[config.mk]
export PLATFORM = sky130hd
export DESIGN_NAME = multi_key_led
export DESIGN_NICKNAME = d
export VERILOG_FILES = /design/src/rtl/multi_key_led.sv
export SDC_FILE = /design/constraint.sdc
export NUM_CORES = 1
export LEC_CHECK = 0
export CAP_MARGIN = 10
export CORE_MARGIN = 5
export CORE_UTILIZATION = 64
export CTS_CLUSTER_DIAMETER = 120
export DETAILED_ROUTE_END_ITERATION = 6
export GPL_TIMING_DRIVEN = 0
export PLACE_DENSITY = 0.85
export SLEW_MARGIN = 10
export SYNTH_ARGS = -nofsm -noshare
export SYNTH_HDL_FRONTEND = slang
export SYNTH_SLANG_ARGS = --single-unit
[constraint.sdc]
create_clock -name sys_clk -period 2.65 [get_ports sys_clk]
set_input_delay 0.3975 -clock sys_clk [delete_from_list [all_inputs] [get_ports sys_clk]]
set_output_delay 0.3975 -clock sys_clk [all_outputs]
set_load 0.02 [all_outputs]
[src/rtl/multi_key_led.sv]
// Multi-channel key debouncer with per-channel LED mode FSM (OFF/ON/SLOW/FAST).
// One shared blink timer keeps all blinking channels phase-aligned.

module multi_key_led_ch #(
    parameter int DEBOUNCE_CYC = 1000000,
    parameter int CW           = 20
) (
    input  logic       clk,
    input  logic       rst,
    input  logic       key,
    input  logic       slow_phase,
    input  logic       fast_phase,
    output logic       led,
    output logic [1:0] mode,
    output logic       press
);
    typedef enum logic [1:0] {OFF = 2'b00, ON = 2'b01, SLOW = 2'b10, FAST = 2'b11} mode_t;

    logic [1:0]    sync;
    logic          deb;
    logic [CW-1:0] cnt;
    logic          accept;
    logic          fall;
    mode_t         state;
    mode_t         state_nxt;

    // A change is taken only once the synchronised key has disagreed for DEBOUNCE_CYC edges.
    assign accept = (sync[1] != deb) && (cnt == CW'(DEBOUNCE_CYC - 1));
    assign fall   = accept && !sync[1];

    always_ff @(posedge clk) begin
        if (rst) begin
            sync <= 2'b11;
            deb  <= 1'b1;
            cnt  <= '0;
        end else begin
            sync <= {sync[0], key};
            if (sync[1] == deb) begin
                cnt <= '0;
            end else if (accept) begin
                deb <= sync[1];
                cnt <= '0;
            end else begin
                cnt <= cnt + 1'b1;
            end
        end
    end

    always_ff @(posedge clk) begin
        if (rst) state <= OFF;
        else     state <= state_nxt;
    end

    always_comb begin
        state_nxt = state;
        if (fall) begin
            unique case (state)
                OFF:  state_nxt = ON;
                ON:   state_nxt = SLOW;
                SLOW: state_nxt = FAST;
                FAST: state_nxt = OFF;
            endcase
        end
    end

    always_comb begin
        mode = state;
    end

    always_ff @(posedge clk) begin
        if (rst) begin
            press <= 1'b0;
            led   <= 1'b0;
        end else begin
            press <= fall;
            unique case (state)
                OFF:  led <= 1'b0;
                ON:   led <= 1'b1;
                SLOW: led <= slow_phase;
                FAST: led <= fast_phase;
            endcase
        end
    end
endmodule

module multi_key_led #(
    parameter int N_CH           = 2,
    parameter int DEBOUNCE_CYC   = 1000000,
    parameter int BLINK_HALF_CYC = 25000000
) (
    input  logic              sys_clk,
    input  logic              sys_rst,
    input  logic [N_CH-1:0]   keys,
    output logic [N_CH-1:0]   leds,
    output logic [2*N_CH-1:0] mode_o,
    output logic [N_CH-1:0]   press_o
);
    localparam int CW = (DEBOUNCE_CYC > 1) ? $clog2(DEBOUNCE_CYC) : 1;
    localparam int BW = $clog2(BLINK_HALF_CYC);

    logic [BW-1:0] blink_cnt;
    logic          slow_phase;
    logic          fast_phase;

    // Fast phase toggles at mid-period as well as on wrap, so it runs at twice the slow rate.
    always_ff @(posedge sys_clk) begin
        if (sys_rst) begin
            blink_cnt  <= '0;
            slow_phase <= 1'b0;
            fast_phase <= 1'b0;
        end else if (blink_cnt == BW'(BLINK_HALF_CYC - 1)) begin
            blink_cnt  <= '0;
            slow_phase <= ~slow_phase;
            fast_phase <= ~fast_phase;
        end else begin
            blink_cnt <= blink_cnt + 1'b1;
            if (blink_cnt == BW'(BLINK_HALF_CYC / 2 - 1))
                fast_phase <= ~fast_phase;
        end
    end

    for (genvar i = 0; i < N_CH; i++) begin : g_ch
        multi_key_led_ch #(
            .DEBOUNCE_CYC (DEBOUNCE_CYC),
            .CW           (CW)
        ) u_ch (
            .clk        (sys_clk),
            .rst        (sys_rst),
            .key        (keys[i]),
            .slow_phase (slow_phase),
            .fast_phase (fast_phase),
            .led        (leds[i]),
            .mode       (mode_o[2*i +: 2]),
            .press      (press_o[i])
        );
    end
endmodule

==> impl_metrics.tcl <==
set metrics [dict create \
    outcome "completed" \
    slew_headroom_pct 58.6 \
    clk_pin_slew_ns 0.08 \
    grtUsageTotal_pct 19.7 \
    arrival_ns 2.22 \
    rows 27 \
    ys_ff_latch 81 \
    synth_nets 410 \
    first_pass_iters 4 \
    synth.largest_area_cell "dfxtp_1" \
    core_sq_mm 0.00547 \
    die_area_sq_mm 0.00721 \
    wl_per_cell_um 13.0 \
    gp_congestion 0.782 \
    fin_crit_ns 1.99 \
    synth_cell_type_count 39 \
    setup_viol 0 \
    path_depth 8 \
    drtIter0Drc 96 \
    yosys.area.top_type_share_pct 45.1 \
    critPathRequiredTime_ns 2.88 \
    cts_htree_levels 3 \
    cts_buffers 9 \
    synth_edf_count 0 \
    dp_hpwl_mm 4.69 \
    die_w_um 84.9 \
    postSynthAreaPerCell_sq_um 9.05 \
    drive_gt1_share_pct 9.48 \
    r2r_slack_ns 0.66 \
    hold_violations 0 \
    p_per_area_mw_per_mm2 527 \
    tightest_slew_ns 0.620 \
    max-cap-violations 0 \
    leakagePower_uw 0.00132 \
    clock_skew_ns 0.00775 \
    hp-class "flip-flop to flip-flop" \
    drv_slew 0 \
    synth.top_cells.by_area "dfxtp_1 (45%), nor2_1 (9.1%), xor2_1 (8.3%), xnor2_1 (6.8%), nand3_1 (3.5%)" \
    grt_setup_unrepaired "false" \
    die_h_um 84.9 \
    cp-startpoint "blink_cnt[0]" \
    postCtsSetupRepairBufs 0 \
    cts_tree "yes" \
    synthArstFlopShare_pct 0 \
    grt_pass1_wl_mm 11.7 \
    r2r-end "blink_cnt[13]" \
    cts_sinks 81 \
    layout.nets 431 \
    cts-root-buf "clkbuf_8" \
    cts_buffer_depth 2 \
    postSynthCellCount 397 \
    endpoint "blink_cnt[13]" \
    peakVddDrop_mv 0.450 \
    via_per_inst 5.47 \
    wl_mm 6.40 \
    period_share_pct 75.0 \
    port_buffers 10 \
    ios 12 \
    diodes 0 \
    fin_tns_setup_ns 0 \
    reg2reg_from "blink_cnt[0]" \
    critPathSlowestCell "dfxtp_1" \
    syn_area_sq_mm 0.00359 \
    r2r_cells 8 \
    hold_buffers 0 \
    cp_max_fo 10 \
    ys_seq_area_share_pct 45.1 \
    grt_max_degree 13 \
    dpl.cell_count 479 \
    cp-start-kind "flip-flop" \
    critical_path_buf_inv_count 2 \
    synth_warnings 0 \
    cp_top_family "simple AND/OR/NAND/NOR gates" \
    instances_no_fill 494 \
    fin_util_pct 72.5 \
    dr_total_vias 2701 \
    grt_pass1_vias 2698 \
    start_util_pct 65.7 \
    insertion_delay_ns 0.34 \
    drc 0 \
    synthFlopType "dfxtp_1" \
    antenna_left 0 \
    max_stage_delay_ns 0.38 \
    antenna_found_initial 0 \
    grt-ovfl-total 0 \
    syn2layout_area_growth_pct 10.3 \
    cp-end-kind "flip-flop" \
    path_cells "ha_1 > and4_1 > nand2_1 > nor3_2 > or2_2 > buf_4 > clkbuf_8 > nor2_1" \
    fmax_ghz 0.503 \
    ctsResizeCount 0 \
    path_class "flip-flop to flip-flop" \
]
==> stage by stage <==
stage | worst slack, ns | hold slack [ns] | power, uW | area, sq um
finish | 0.661 | 0.409 | 2090 | 3970
global route | 0.467 | 0.433 | 2160 | 3970
CTS | 0.644 | 0.411 | 2110 | 3970
detailed placement | 0.653 | 0.394 | 1300 | 3780
global placement | 0.705 | 0.391 | 1300 | 3780
floorplan | 0.922 | 0.389 | 1290 | 3590
==> sequential cells by signal, summed over array words and instances, names as in the netlist <==
| signal | flops |
|---|---|
| g_ch.u_ch.led | 2 |
| blink_cnt | 25 |
| fast_phase | 1 |
| g_ch.u_ch.deb | 2 |
| g_ch.u_ch.cnt | 40 |
| g_ch.u_ch.press | 2 |
| slow_phase | 1 |
| g_ch.u_ch.sync | 4 |
| g_ch.u_ch.mode | 4 |
==> worst min-delay path by stage <==
stage / from / to / slack (ns) / depth (start not counted)
global route: g_ch[0].u_ch.sync[0] / g_ch[0].u_ch.sync[1] / 0.43 / 1
detailed placement: g_ch[0].u_ch.sync[0] / g_ch[0].u_ch.sync[1] / 0.39 / 1
finish: g_ch[0].u_ch.sync[0] / g_ch[0].u_ch.sync[1] / 0.41 / 1
floorplan: g_ch[0].u_ch.sync[0] / g_ch[0].u_ch.sync[1] / 0.39 / 1
CTS: g_ch[0].u_ch.sync[0] / g_ch[0].u_ch.sync[1] / 0.41 / 1
global placement: g_ch[1].u_ch.sync[0] / g_ch[1].u_ch.sync[1] / 0.39 / 1
==> final cells by class <==
cell class	count	area, sq um
inverter	11	41.3
sequential	81	1620
fill	417	1510
clock buffer	13	169
tap	72	90.1
clock inverter	2	12.5
buffer	13	92.6
multi-input combinational	292	1840
timing repair buffer	10	100
==> per-layer routing <==
metal | wire length [um] | up-vias | GRT usage (%)
met1 | 2850 | 1270 | 23.2
li1 | - | 1370 | -
met3 | 163 | 16 | 3.30
met5 | 0 | - | 0
met4 | 154 | 0 | 9.06
met2 | 3240 | 45 | 34.7
==> cells in the final DEF, fill, tap and decap left out, drive strengths merged, types with 2 or more instances in the layout <==
cell type | synthesis | layout
a211oi | 3 | 3
and2 | 2 | 2
a221oi | 2 | 2
inv | 11 | 11
xnor2 | 28 | 28
clkdlybuf4s50 | 0 | 10
nor4b | 3 | 3
dfxtp | 81 | 81
nand2b | 2 | 2
nor2b | 4 | 4
nor2 | 87 | 87
nor3 | 10 | 10
clkbuf | 3 | 16
a211o | 2 | 2
ha | 9 | 9
and3 | 7 | 7
nand2 | 23 | 23
buf | 10 | 10
or2 | 8 | 8
nand4 | 17 | 17
nor3b | 2 | 2
mux2i | 2 | 2
and4 | 6 | 6
nor4 | 10 | 10
nand3 | 25 | 25
xor2 | 34 | 34
==> Yosys cell counts, types with 2 or more instances <==
cell	instances
nor2b_1	4
dfxtp_1	81
and3_1	7
nor4_4	2
and2_1	2
nor4b_1	2
xnor2_1	28
nor4_2	2
buf_2	3
nor3b_1	2
nor2_1	87
nand3_1	25
xor2_1	34
inv_1	11
a211o_1	2
or2_2	7
nor3_1	9
clkbuf_1	2
mux2i_1	2
ha_1	9
a211oi_1	3
nand2_1	23
and4_1	6
nand4_1	17
buf_4	6
nand2b_1	2
a221oi_1	2
nor4_1	6
==> cell families (layout without fill, tap and decap cells) <==
logic type	after synthesis	after routing	share of synthesized area, %
simple gates	210	210	30.2
flops	81	81	45.1
xor+xnor	62	62	15.1
buf+inv	24	49	3.73
fa+ha+maj	9	9	3.13
compound gates	8	8	1.81
mux	3	3	0.870
==> report_power, final <==
part           internal, uW  switching, uW  leakage, uW  total, uW
registers              1220           6.25     0.000654       1230
logic                  16.7           22.5     0.000579       39.2
clock network           411            408    0.0000915        819
Note: power is estimated with default switching activity, not from simulation.
